`src/rtl/ap_sched_pkg.sv`:
```
// rtl/ap_sched_pkg.sv - shared state, opcode and burst-length definitions for ap_cmd_scheduler
package ap_sched_pkg;

  typedef enum logic [2:0] {
    IDLE,
    CMD,
    RD_XFER,
    WR_XFER,
    DONE
  } sched_state_t;

  localparam logic [1:0] OP_NOP   = 2'b00;
  localparam logic [1:0] OP_READ  = 2'b01;
  localparam logic [1:0] OP_WRITE = 2'b10;
  localparam logic [1:0] OP_ILL   = 2'b11;

  localparam int DEF_RD_BURST       = 8;
  localparam int DEF_WR_BURST       = 16;
  localparam int DEF_TIMEOUT_CYCLES = 1024;

endpackage

```
`src/rtl/rr_arb2.sv`:
```
// rtl/rr_arb2.sv - two-way round-robin arbiter, preference flips after every grant
module rr_arb2 (
  input  logic       clk,
  input  logic       rst_n,
  input  logic [1:0] req,
  input  logic       en,
  output logic [1:0] gnt
);

  // rr=0 prefers requester 0, rr=1 prefers requester 1
  logic rr;

  // Grant the preferred requester if it asks, otherwise fall back to the other one
  always_comb begin
    gnt = 2'b00;
    if (en) begin
      if (!rr) begin
        if (req[0])      gnt = 2'b01;
        else if (req[1]) gnt = 2'b10;
      end else begin
        if (req[1])      gnt = 2'b10;
        else if (req[0]) gnt = 2'b01;
      end
    end
  end

  // Hand preference to the source that was not just served
  always_ff @(posedge clk) begin
    if (!rst_n)      rr <= 1'b0;
    else if (gnt[0]) rr <= 1'b1;
    else if (gnt[1]) rr <= 1'b0;
  end

endmodule

```
`src/rtl/ap_cmd_scheduler.sv`:
```
// rtl/ap_cmd_scheduler.sv - instruction sequencer issuing DMA bursts and moving beats; optional watchdog under AP_SCHED_TIMEOUT_EN
module ap_cmd_scheduler
  import ap_sched_pkg::*;
#(
  parameter int ADDR_W         = 32,
  parameter int DATA_W         = 64,
  parameter int OP_W           = 2,
  parameter int RD_BURST       = DEF_RD_BURST,
  parameter int WR_BURST       = DEF_WR_BURST,
  parameter int TIMEOUT_CYCLES = DEF_TIMEOUT_CYCLES
) (
  input  logic                   clk,
  input  logic                   rst_n,
  input  logic                   isa_empty,
  input  logic [OP_W+ADDR_W-1:0] isa_dout,
  output logic                   isa_rd_en,
  output logic                   dma_cmd_valid,
  input  logic                   dma_cmd_ready,
  output logic [ADDR_W-1:0]      dma_cmd_addr,
  output logic [7:0]             dma_cmd_len,
  output logic                   dma_cmd_wr,
  input  logic                   dma_rd_empty,
  input  logic [DATA_W-1:0]      dma_rd_dout,
  output logic                   dma_rd_en,
  input  logic                   aeq_full,
  output logic [DATA_W-1:0]      aeq_din,
  output logic                   aeq_wr_en,
  input  logic                   eaq1_empty,
  input  logic [DATA_W-1:0]      eaq1_dout,
  output logic                   eaq1_rd_en,
  input  logic                   eaq2_empty,
  input  logic [DATA_W-1:0]      eaq2_dout,
  output logic                   eaq2_rd_en,
  input  logic                   dma_wr_full,
  output logic [DATA_W-1:0]      dma_wr_din,
  output logic                   dma_wr_en,
  output logic                   busy,
  output logic                   done,
  output logic                   err,
  output logic                   timeout
);

  localparam logic [7:0] RD_LEN = 8'(RD_BURST);
  localparam logic [7:0] WR_LEN = 8'(WR_BURST);

  sched_state_t      state, state_nxt;
  logic [OP_W-1:0]   op_q;
  logic [ADDR_W-1:0] addr_q;
  logic [7:0]        beat_cnt;
  logic              err_q;
  logic              beat;
  logic              stall_hit;
  logic              arb_en;
  logic [1:0]        gnt;
  logic [OP_W-1:0]   isa_op;

  assign isa_op = isa_dout[ADDR_W +: OP_W];

  // Descriptor fields come straight from the latched instruction, so they hold until accepted
  assign dma_cmd_addr = addr_q;
  assign dma_cmd_len  = op_q[1] ? WR_LEN : RD_LEN;
  assign dma_cmd_wr   = op_q[1];
  assign aeq_din      = dma_rd_dout;
  assign dma_wr_din   = gnt[1] ? eaq2_dout : eaq1_dout;
  assign busy         = (state != IDLE);
  assign err          = err_q;

  // Arbiter only grants while a write burst can push into the DMA write FIFO
  assign arb_en = rst_n && (state == WR_XFER) && !dma_wr_full;

  rr_arb2 u_arb (
    .clk   (clk),
    .rst_n (rst_n),
    .req   ({!eaq2_empty, !eaq1_empty}),
    .en    (arb_en),
    .gnt   (gnt)
  );

  // Next state and strobes; everything is held low while reset is asserted
  always_comb begin
    state_nxt     = state;
    isa_rd_en     = 1'b0;
    dma_cmd_valid = 1'b0;
    dma_rd_en     = 1'b0;
    aeq_wr_en     = 1'b0;
    eaq1_rd_en    = 1'b0;
    eaq2_rd_en    = 1'b0;
    dma_wr_en     = 1'b0;
    done          = 1'b0;
    beat          = 1'b0;
    if (rst_n) begin
      case (state)
        IDLE: begin
          if (!isa_empty) begin
            isa_rd_en = 1'b1;
            if (isa_op == OP_READ || isa_op == OP_WRITE) state_nxt = CMD;
          end
        end
        CMD: begin
          dma_cmd_valid = 1'b1;
          if (dma_cmd_ready) state_nxt = op_q[1] ? WR_XFER : RD_XFER;
        end
        RD_XFER: begin
          beat      = !dma_rd_empty && !aeq_full;
          dma_rd_en = beat;
          aeq_wr_en = beat;
          if ((beat && beat_cnt == 8'd1) || (!beat && stall_hit)) state_nxt = DONE;
        end
        WR_XFER: begin
          beat       = |gnt;
          eaq1_rd_en = gnt[0];
          eaq2_rd_en = gnt[1];
          dma_wr_en  = beat;
          if ((beat && beat_cnt == 8'd1) || (!beat && stall_hit)) state_nxt = DONE;
        end
        DONE: begin
          done      = 1'b1;
          state_nxt = IDLE;
        end
        default: state_nxt = IDLE;
      endcase
    end
  end

  // State, latched instruction, beat counter and sticky illegal-opcode flag
  always_ff @(posedge clk) begin
    if (!rst_n) begin
      state    <= IDLE;
      op_q     <= '0;
      addr_q   <= '0;
      beat_cnt <= '0;
      err_q    <= 1'b0;
    end else begin
      state <= state_nxt;
      if (isa_rd_en) begin
        op_q   <= isa_op;
        addr_q <= isa_dout[ADDR_W-1:0];
        if (isa_op == OP_ILL) err_q <= 1'b1;
      end
      if (dma_cmd_valid && dma_cmd_ready) beat_cnt <= dma_cmd_len;
      else if (beat)                      beat_cnt <= beat_cnt - 8'd1;
    end
  end

`ifdef AP_SCHED_TIMEOUT_EN
  localparam logic [15:0] STALL_LAST = 16'(TIMEOUT_CYCLES - 1);

  logic [15:0] stall_cnt;
  logic        timeout_q;
  logic        in_xfer;

  assign in_xfer   = (state == RD_XFER) || (state == WR_XFER);
  assign stall_hit = (stall_cnt == STALL_LAST);
  assign timeout   = timeout_q;

  // Count consecutive beat-less transfer cycles; the last one forces DONE and latches timeout
  always_ff @(posedge clk) begin
    if (!rst_n) begin
      stall_cnt <= '0;
      timeout_q <= 1'b0;
    end else if (!in_xfer || beat) begin
      stall_cnt <= '0;
    end else if (stall_hit) begin
      stall_cnt <= '0;
      timeout_q <= 1'b1;
    end else begin
      stall_cnt <= stall_cnt + 16'd1;
    end
  end
`else
  // Watchdog compiled out: bursts wait forever; the limit is only kept in the parameter list
  assign stall_hit = 1'b0;
  assign timeout   = 1'b0 & (TIMEOUT_CYCLES != 0);
`endif

endmodule

```
`config.mk`:
```
export PLATFORM = sky130hd
export DESIGN_NAME = ap_cmd_scheduler
export DESIGN_NICKNAME = d
export VERILOG_FILES = /design/src/rtl/ap_sched_pkg.sv /design/src/rtl/rr_arb2.sv /design/src/rtl/ap_cmd_scheduler.sv
export SDC_FILE = /design/constraint.sdc
export NUM_CORES = 1
export LEC_CHECK = 0
export ABC_AREA = 0
export CAP_MARGIN = 15
export CORE_AREA = 2 2 162 164
export DETAILED_ROUTE_END_ITERATION = 10
export DIE_AREA = 0 0 164 166
export PLACE_DENSITY = 0.44
export SLEW_MARGIN = 20
export SYNTH_ARGS = -nofsm -noshare
export SYNTH_HDL_FRONTEND = slang
export SYNTH_SLANG_ARGS = --single-unit
```
`constraint.sdc`:
```
create_clock -name clk -period 4.57 [get_ports clk]
set_input_delay 0.6855 -clock clk [delete_from_list [all_inputs] [get_ports clk]]
set_output_delay 0.6855 -clock clk [all_outputs]
set_load 0.02 [all_outputs]
```
# [Word-level counts from Yosys, hierarchy flattened]
# Index checks and enable logic that the tools add are counted.
[totals] ff_bits=47 inputBits=235 out_inout_bits=180 wordCells=73
[op_classes] n_addsub=1 n_eq_ne=13 mux=36 reduce_logical=17
[ops] op="$mux 64" n=1
[ops] op="$mux 1" n=20
[ops] op="$mux 8" n=2
[ops] op="$mux 3" n=5
[ops] op="$pmux 3 s4" n=1
[ops] op="$mux 2" n=5
[ops] op="$eq 8x1->1 const B" n=1
[ops] op="$ne 2x2->1 const B" n=4
[ops] op="$sub 8x1->8 const B" n=1
[ops] op="$eq 3x2->1 const B" n=2
[ops] op="$logic_and 1x1->1" n=6
[ops] op="$mux 5" n=1
[ops] op="$reduce_and 5->1" n=1
[ops] op="$eq 2x2->1 const B" n=2
[ops] op="$reduce_bool 2->1" n=2
[ops] op="$eq 3x1->1 const B" n=1
[ops] op="$eq 3x3->1 const B" n=1
[ops] op="$logic_not 1->1" n=3
[ops] op="$logic_not 3->1" n=1
[ops] op="$reduce_bool 3->1" n=1
[ops] op="$eq 2x1->1 const B" n=1
[ops] op="$ne 2x1->1 const B" n=1
[ops] op="$pmux 1 s2" n=1
[ops] op="$reduce_and 2->1" n=1
[ops] op="2 further kinds" n=2

# [Depth between registers and ports, before layout]
# Gate-level depths: netlist of run 1.
[depth] ltp_word=9 depth_mapped=7 ltp_nobuf=6

# [Cells and area by module]
# A second synthesis of run 1 with hierarchy kept.
[hier_totals] hier_cells=386 area_unflattened_um2=3249.4
[by_module_without_submodules] mod="ap_cmd_scheduler" n_inst=1 cells_per_inst=377 area_per_inst_um2=3190.6 seq_area_each_um2=900.9
[by_module_without_submodules] mod="rr_arb2" n_inst=1 cells_per_inst=9 area_per_inst_um2=58.8 seq_area_each_um2=20.0

# [Worst setup path after synthesis of run 1]
# No wires, ideal clock.
[synth_timing] kind="input to output" start="in rst_n" end="out dma_wr_din[15]" t_arrival_ns=2.331 required_time_ns=3.885 slack_ns=1.554 cell_stages=7 n_path_buf=3 path_cell_list="clkbuf_1 -> nand2_1 -> or3_1 -> nor3_2 -> buf_6 -> buf_8 -> mux2_1"
[synth_between] elab_chain_len=4
[synth_rtl] item="start: declaration" line="ap_cmd_scheduler.sv:13" text="input logic rst_n,"
[synth_rtl] item="$logic_and 1x1->1 (2 in series)" line="ap_cmd_scheduler.sv:69" text="assign arb_en = rst_n && (state == WR_XFER) && !dma_wr_full;"
[synth_rtl] item="$mux 2" line="rr_arb2.sv:16" text="if (en) begin"
[synth_rtl] item="$mux 64" line="ap_cmd_scheduler.sv:64" text="assign dma_wr_din = gnt[1] ? eaq2_dout : eaq1_dout;"
[synth_rtl] item="end: declaration" line="ap_cmd_scheduler.sv:35" text="output logic [DATA_W-1:0] dma_wr_din,"
# Every way passes these cells.

# [Final worst setup path of run 1]
[layout_timing] start="in rst_n" end="out dma_wr_din[47]"
# The elaborated chain is that of the path after synthesis.

==> reports/summary.json, run 1 <==
{
  "run_status": {"value": "finished, final reports clean"},
  "cts_tree": {"value": "done"},
  "fin_crit": {"value": 3995, "unit": "ps"},
  "die_height": {"value": 166, "unit": "microns"},
  "io_buffers": {"value": 279},
  "grt_start_max_net_pins": {"value": 68},
  "clk_latency": {"value": 300, "unit": "ps"},
  "syn2layout_area_growth": {"value": 84.04, "unit": "%"},
  "route.detailed.vias_per_inst": {"value": 3.651},
  "critical_path_s_largest_stage_delay": {"value": 570, "unit": "ps"},
  "worstSetupPathDepth": {"value": 7},
  "internal_power": {"value": 0.0009615, "unit": "W"},
  "critical_path_required": {"value": 3880, "unit": "ps"},
  "seq_power_share": {"value": 33.3, "unit": "%"},
  "htree_levels": {"value": 2},
  "worst_setup_path_startpoint": {"value": "rst_n"},
  "gp_routability_congestion": {"value": 0.7166},
  "count_of_flip_flops_with_a_built_in_enable_after_synthesis": {"value": 0},
  "postSynth.asyncResetShare": {"value": 0, "unit": "%"},
  "tightestPinTransition": {"value": 585.2, "unit": "ps"},
  "total_power": {"value": 0.001363, "unit": "W"},
  "fin_ws": {"value": 574.6, "unit": "ps"},
  "cp_cell_sequence": {"value": "clkdlybuf4s50_1, nand2_1, or3_1, nor3_4, buf_12, mux2_1, clkdlybuf4s50_1"},
  "first_global_vias": {"value": 3533},
  "worstSetupPathType": {"value": "in2out"},
  "reg2reg_setup_slack": {"value": 2500, "unit": "ps"},
  "hold_violations": {"value": 0},
  "n_antenna_cell": {"value": 0},
  "drtIter0Drc": {"value": 129},
  "layout_commonest_cell": {"value": "sky130_fd_sc_hd__clkdlybuf4s50_1"},
  "grt_util_all_layers": {"value": 12.48, "unit": "%"},
  "clock_path_buffers": {"value": 2},
  "pwr-share-comb": {"value": 35.1, "unit": "%"},
  "synth_area": {"value": 3254, "unit": "sq um"},
  "pre_repair_dr_iteration_count": {"value": 4},
  "most-common-layout-cells": {"value": "270 x sky130_fd_sc_hd__clkdlybuf4s50_1, 70 x sky130_fd_sc_hd__nand2_1, 46 x sky130_fd_sc_hd__dfxtp_1"},
  "min-delay-path-class": {"value": "reg2reg"},
  "post_cts_resize_count": {"value": 0},
  "cts_inserted_buffers": {"value": 5},
  "filler_cells_inserted": {"value": 2828},
  "setup_viol": {"value": 0},
  "p_switching": {"value": 0.0004014, "unit": "W"},
  "design.die.area": {"value": 27220, "unit": "sq um"},
  "max-vdd-ir-drop": {"value": 0.2165, "unit": "mV"},
  "syn-instance-count": {"value": 382},
  "drc": {"value": 0},
  "finish.net_count": {"value": 820},
  "synth.avg_cell_area": {"value": 8.519, "unit": "sq um"},
  "clkPwrFrac": {"value": 31.6, "unit": "%"},
  "drt-wirelength-per-cell": {"value": 19.11, "unit": "microns"},
  "worst_reg_to_reg_path_cell_count": {"value": 5},
  "timing.critical_path.slowest_stage_cell": {"value": "sky130_fd_sc_hd__clkdlybuf4s50_1"},
  "final_layout_size_suffix_gt1_share": {"value": 8.748, "unit": "%"},
  "clock_sink_count": {"value": 46},
  "dpl_cell_area": {"value": 5821, "unit": "sq um"},
  "post-cts-setup-buffer-count": {"value": 0},
  "rows": {"value": 59},
  "setup_slack_placement": {"value": 542.9, "unit": "ps"},
  "antenna_found_initial": {"value": 7},
  "die_x": {"value": 164, "unit": "microns"},
  "worst_r2r_startpoint": {"value": "state[1]"},
  "dpl.hpwl": {"value": 15060, "unit": "microns"},
  "critPathArrivalTime": {"value": 3310, "unit": "ps"},
  "critPathBufInv": {"value": 3},
  "num_io_pins": {"value": 415},
  "synth-warning-count": {"value": 0},
  "critPathMostFrequentCell": {"value": "sky130_fd_sc_hd__clkdlybuf4s50_1"},
  "slew_margin_rel": {"value": 60.57, "unit": "%"},
  "start_util": {"value": 12.70, "unit": "%"},
  "worst-path-max-fanout": {"value": 66},
  "count_of_non_filler_cells_in_the_finished_layout": {"value": 918},
  "worst_r2r_endpoint": {"value": "beat_cnt[5]"},
  "route.vias.total": {"value": 3352},
  "cts.root.buffer_cell": {"value": "sky130_fd_sc_hd__clkbuf_16"},
  "maxSlewViolCount": {"value": 0},
  "final.period_utilization": {"value": 87.43, "unit": "%"},
  "cp-endpoint": {"value": "dma_wr_din[47]"},
  "globalRoute.totalOverflow": {"value": 0},
  "clk_pin_slew": {"value": 70, "unit": "ps"},
  "power_leakage": {"value": 2.120, "unit": "nW"},
  "synth-seq-area-share": {"value": 28.30, "unit": "%"},
  "coreArea": {"value": 25620, "unit": "sq um"},
  "postSynthRegisterBits": {"value": 46},
  "yosys.cell_types.count": {"value": 40},
  "setup_tns": {"value": 0, "unit": "ps"},
  "wl": {"value": 17540, "unit": "microns"},
  "rsz0062_at_grt": {"value": "no"},
  "placed_cells": {"value": 910},
  "crit_path_end_kind": {"value": "output port"},
  "dominantRegCellSynth": {"value": "sky130_fd_sc_hd__dfxtp_1"},
  "power_dens_cells": {"value": 227.5, "unit": "nW/um^2"},
  "layout.cell_area.non_filler": {"value": 5989, "unit": "sq um"},
  "critical_path.startpoint_type": {"value": "primary input"},
  "cts_hold_repair.buffers": {"value": 0},
  "maxClockFrequency": {"value": 250.3, "unit": "MHz"},
  "max_cap_viols": {"value": 0},
  "path_delay_family": {"value": "buffers and inverters"},
  "finClkSkew": {"value": 6.336, "unit": "ps"},
  "power.switching_fraction": {"value": 29.45, "unit": "%"},
  "grt_first_pass_wirelength": {"value": 24160, "unit": "microns"},
  "ant_nets": {"value": 0}
}
## per-layer routing
metal | routed length [microns] | track usage [%]
met2 | 8451 | 21.98
met1 | 6453 | 12.99
met4 | 385 | 3.318
met3 | 2172 | 6.119
met5 | 80 | 1.818
## stage by stage
step           utilization, %  hold slack (ps)
2_1_floorplan               -            479.2
3_3_place_gp            22.72            442.5
3_5_place_dp            22.72            449.3
4_1_cts                 23.38            459.9
5_1_grt                 23.38            479.7
6_report                23.38            454.4
## worst register-to-register path, delay by kind of cell, from the launching register on
family,cells,cell delay [ps]
simple gates,2,800
compound gates,3,600
flops,1,580
## synthesized netlist by cell type (all sizes together) (4+ instances only)
master | number | area share, %
buf | 86 | 20
nand2 | 70 | 8.1
mux2 | 64 | 22
dfxtp | 46 | 28
o21ai | 39 | 6.0
nor2 | 11 | 1.3
clkbuf | 10 | 1.2
inv | 6 | 0.69
nor3 | 5 | 0.92
nor4 | 4 | 0.77
xor2 | 4 | 1.1
## logic make-up after synthesis
group           Yosys count  share of synthesized area [%]
simple gates            105                          14.07
buf+inv                 102                          22.22
mux                      64                          22.15
compound gates           56                          10.65
flops                    46                          28.30
xor+xnor                  5                          1.346
fa+ha+maj                 3                          1.154
other cells               1                         0.1152
## power groups by stage
stage	sequential [W]	combinational, W	clock (W)
after floorplan	0.000492	0.000228	0
after global placement	0.000462	0.000488	0
after detailed placement	0.000462	0.000485	0
after CTS	0.000454	0.000488	0.000449
after global routing	0.000459	0.000516	0.000461
final	0.000454	0.000479	0.000431
## state kept, by name (all words and copies together) (netlist names)
signal	cells
dma_cmd_addr	32
state	3
u_arb.rr	1
beat_cnt	8
err	1
op_q	1
## worst min-delay path by stage
stage,start,endpoint,slack (ps),depth (start not counted)
6_report,dma_cmd_addr[14],dma_cmd_addr[14],450,2
5_1_grt,dma_cmd_addr[23],dma_cmd_addr[23],480,2
4_1_cts,dma_cmd_addr[14],dma_cmd_addr[14],460,2
3_5_place_dp,dma_cmd_addr[14],dma_cmd_addr[14],450,2
3_3_place_gp,dma_cmd_addr[24],dma_cmd_addr[24],440,2
2_1_floorplan,beat_cnt[1],beat_cnt[1],480,2
## final cells by class
class	instances	area (sq um)	share of cell area, %
Clock buffer	5	125.1	2.089
Clock inverter	3	43.79	0.7311
Inverter	6	22.52	0.3760
Multi-Input combinational cell	240	1645	27.47
Sequential cell	46	920.9	15.37
Tap cell	335	419.2	6.998
Timing Repair Buffer	283	2813	46.96
Note: power is estimated with default switching activity, not from simulation.
==> run 2, diff against run 1 <==
--- a/config.mk
+++ b/config.mk
@@ -6,7 +6,7 @@
 export NUM_CORES = 1
 export LEC_CHECK = 0
 export ABC_AREA = 0
-export CAP_MARGIN = 15
+export CAP_MARGIN = 20
 export CORE_AREA = 2 2 162 164
 export DETAILED_ROUTE_END_ITERATION = 10
 export DIE_AREA = 0 0 164 166
==> constraint.sdc (replaced) <==
create_clock -name clk -period 4.57 [get_ports clk]
set_input_delay 0.914 -clock clk [delete_from_list [all_inputs] [get_ports clk]]
set_output_delay 0.914 -clock clk [all_outputs]
set_load 0.02 [all_outputs]
==> reports/summary.json, run 2 (same netlist as run 1, synthesis figures left out) <==
{
  "run_status": {"value": "finished, final reports clean"},
  "finish.utilization": {"value": 23.59, "unit": "%"},
  "clock_path_buffers": {"value": 2},
  "max_cap_viols": {"value": 0},
  "setup_slack_placement": {"value": 232.8, "unit": "ps"},
  "die_x": {"value": 164, "unit": "microns"},
  "grt_util_all_layers": {"value": 12.37, "unit": "%"},
  "rows": {"value": 59},
  "critPathArrivalTime": {"value": 3410, "unit": "ps"},
  "start_util": {"value": 12.70, "unit": "%"},
  "cts_inserted_buffers": {"value": 5},
  "dpl.hpwl": {"value": 15110, "unit": "microns"},
  "cts.root.buffer_cell": {"value": "sky130_fd_sc_hd__clkbuf_16"},
  "critical_path.startpoint_type": {"value": "primary input"},
  "drtIter0Drc": {"value": 131},
  "holdCritStartpoint": {"value": "dma_cmd_addr[31]"},
  "slew_margin_rel": {"value": 57.39, "unit": "%"},
  "timing.critical_path.slowest_stage_cell": {"value": "sky130_fd_sc_hd__clkdlybuf4s50_1"},
  "number_of_flip_flops_under_the_largest_register_name": {"value": 32},
  "grt_first_pass_wirelength": {"value": 24160, "unit": "microns"},
  "power_dens_cells": {"value": 217.3, "unit": "nW/um^2"},
  "layout_commonest_cell": {"value": "sky130_fd_sc_hd__clkdlybuf4s50_1"},
  "wl": {"value": 17480, "unit": "microns"},
  "filler_cells_inserted": {"value": 2786},
  "maxSlewViolCount": {"value": 0},
  "clk_latency": {"value": 300, "unit": "ps"},
  "rsz0062_at_grt": {"value": "no"},
  "worst-path-max-fanout": {"value": 16},
  "post_cts_resize_count": {"value": 0},
  "final.period_utilization": {"value": 94.72, "unit": "%"},
  "htree_levels": {"value": 2},
  "cts_tree": {"value": "done"},
  "fin_crit": {"value": 4329, "unit": "ps"},
  "critical_path_s_largest_stage_delay": {"value": 530, "unit": "ps"},
  "cp_cell_sequence": {"value": "clkdlybuf4s50_1, nand2_1, or3_1, nor3_4, buf_12, buf_4, mux2_2, clkdlybuf4s50_1"},
  "drc": {"value": 0},
  "power_leakage": {"value": 2.150, "unit": "nW"},
  "setup_tns": {"value": 0, "unit": "ps"},
  "worst_setup_path_startpoint": {"value": "rst_n"},
  "clkPwrFrac": {"value": 29.1, "unit": "%"},
  "first_global_vias": {"value": 3556},
  "design.die.area": {"value": 27220, "unit": "sq um"},
  "gp_routability_congestion": {"value": 0.7094},
  "dpl_cell_area": {"value": 5891, "unit": "sq um"},
  "antenna_found_initial": {"value": 5},
  "die_height": {"value": 166, "unit": "microns"},
  "num_io_pins": {"value": 415},
  "cts_hold_repair.buffers": {"value": 0},
  "max-vdd-ir-drop": {"value": 0.1862, "unit": "mV"},
  "syn2layout_area_growth": {"value": 85.66, "unit": "%"},
  "hold_violations": {"value": 0},
  "grt_start_max_net_pins": {"value": 68},
  "seq_power_share": {"value": 34.6, "unit": "%"},
  "clk_pin_slew": {"value": 80, "unit": "ps"},
  "post-cts-setup-buffer-count": {"value": 0},
  "coreArea": {"value": 25620, "unit": "sq um"},
  "finClkSkew": {"value": 10.89, "unit": "ps"},
  "drt-wirelength-per-cell": {"value": 18.86, "unit": "microns"},
  "pwr-share-comb": {"value": 36.4, "unit": "%"},
  "min-delay-path-class": {"value": "reg2reg"},
  "globalRoute.totalOverflow": {"value": 0},
  "ant_nets": {"value": 0},
  "setup_viol": {"value": 0},
  "route.vias.total": {"value": 3372},
  "pre_repair_dr_iteration_count": {"value": 4},
  "layout.cell_area.non_filler": {"value": 6042, "unit": "sq um"},
  "final_layout_size_suffix_gt1_share": {"value": 10.15, "unit": "%"},
  "worst_r2r_startpoint": {"value": "state[1]"},
  "clock_sink_count": {"value": 46},
  "maxClockFrequency": {"value": 231.0, "unit": "MHz"},
  "crit_path_end_kind": {"value": "output port"},
  "power.switching_fraction": {"value": 30.90, "unit": "%"},
  "worstSetupPathType": {"value": "in2out"},
  "route.detailed.vias_per_inst": {"value": 3.638},
  "fin_ws": {"value": 241.4, "unit": "ps"},
  "io_buffers": {"value": 279},
  "finish.net_count": {"value": 828},
  "tightestPinTransition": {"value": 639.1, "unit": "ps"},
  "internal_power": {"value": 0.0009074, "unit": "W"},
  "most-common-layout-cells": {"value": "269 x sky130_fd_sc_hd__clkdlybuf4s50_1, 70 x sky130_fd_sc_hd__nand2_1, 46 x sky130_fd_sc_hd__dfxtp_1"},
  "critical_path_required": {"value": 3660, "unit": "ps"},
  "critPathMostFrequentCell": {"value": "sky130_fd_sc_hd__clkdlybuf4s50_1"},
  "p_switching": {"value": 0.0004057, "unit": "W"}
}
## run 2: through the flow
step / cells / hold slack [ps] / total power [W]
6_report: 927 / 458.6 / 0.001313
5_1_grt: 926 / 480.2 / 0.001379
2_1_floorplan: 388 / 479.2 / 0.0007199
4_1_cts: 926 / 464.5 / 0.001338
3_3_place_gp: 918 / 442.2 / 0.0009492
3_5_place_dp: 918 / 453.4 / 0.0009475
## run 2: cell type report
| type | count | area (sq um) | share of cell area, % |
|---|---|---|---|
| multi-input cells | 240 | 1645 | 27.23 |
| diodes | 1 | 2.502 | 0.04142 |
| flip-flops and latches | 46 | 920.9 | 15.24 |
| repair buffers | 291 | 2883 | 47.71 |
| inverters | 6 | 22.52 | 0.3727 |
| well taps | 335 | 419.2 | 6.937 |
| clock inverters | 3 | 23.77 | 0.3935 |
| clock buffers | 5 | 125.1 | 2.071 |
## run 2: power groups by stage
stage / clock network [W] / registers [W] / logic [W]
6_report: 0.000382 / 0.000454 / 0.000477
5_1_grt: 0.000407 / 0.000459 / 0.000514
4_1_cts: 0.000395 / 0.000455 / 0.000488
3_5_place_dp: 0 / 0.000462 / 0.000485
3_3_place_gp: 0 / 0.000462 / 0.000487
2_1_floorplan: 0 / 0.000492 / 0.000228
## run 2: final timing paths
check,endpoint,slack [ps],depth (start not counted)
max,dma_wr_din[2],240,8
min,dma_cmd_addr[31],460,2
max reg2reg,beat_cnt[4],2320,6
min reg2reg,dma_cmd_addr[31],460,2
## run 2: routing by layer
layer  up-vias  track usage, %  share of wire (%)
met5         -           1.818               0.46
met4         4           2.441                1.4
met3        43           6.419                 14
met2       221           22.25                 49
met1      1481           12.61                 35
li1       1623               -                  -
## run 2: worst max-delay path, delay by kind of cell
kind                   cells  cell delay, ps
muxes                      1             350
and+or+nand+nor            3             700
buffers and inverters      4            1430
==> run 3, diff against run 2 <==
--- a/config.mk
+++ b/config.mk
@@ -8,6 +8,7 @@
 export ABC_AREA = 0
 export CAP_MARGIN = 20
 export CORE_AREA = 2 2 162 164
+export CTS_CLUSTER_DIAMETER = 150
 export DETAILED_ROUTE_END_ITERATION = 10
 export DIE_AREA = 0 0 164 166
 export PLACE_DENSITY = 0.44
==> results of run 3 <==
No change in the layout: final DEF, timing and power equal those of run 2.
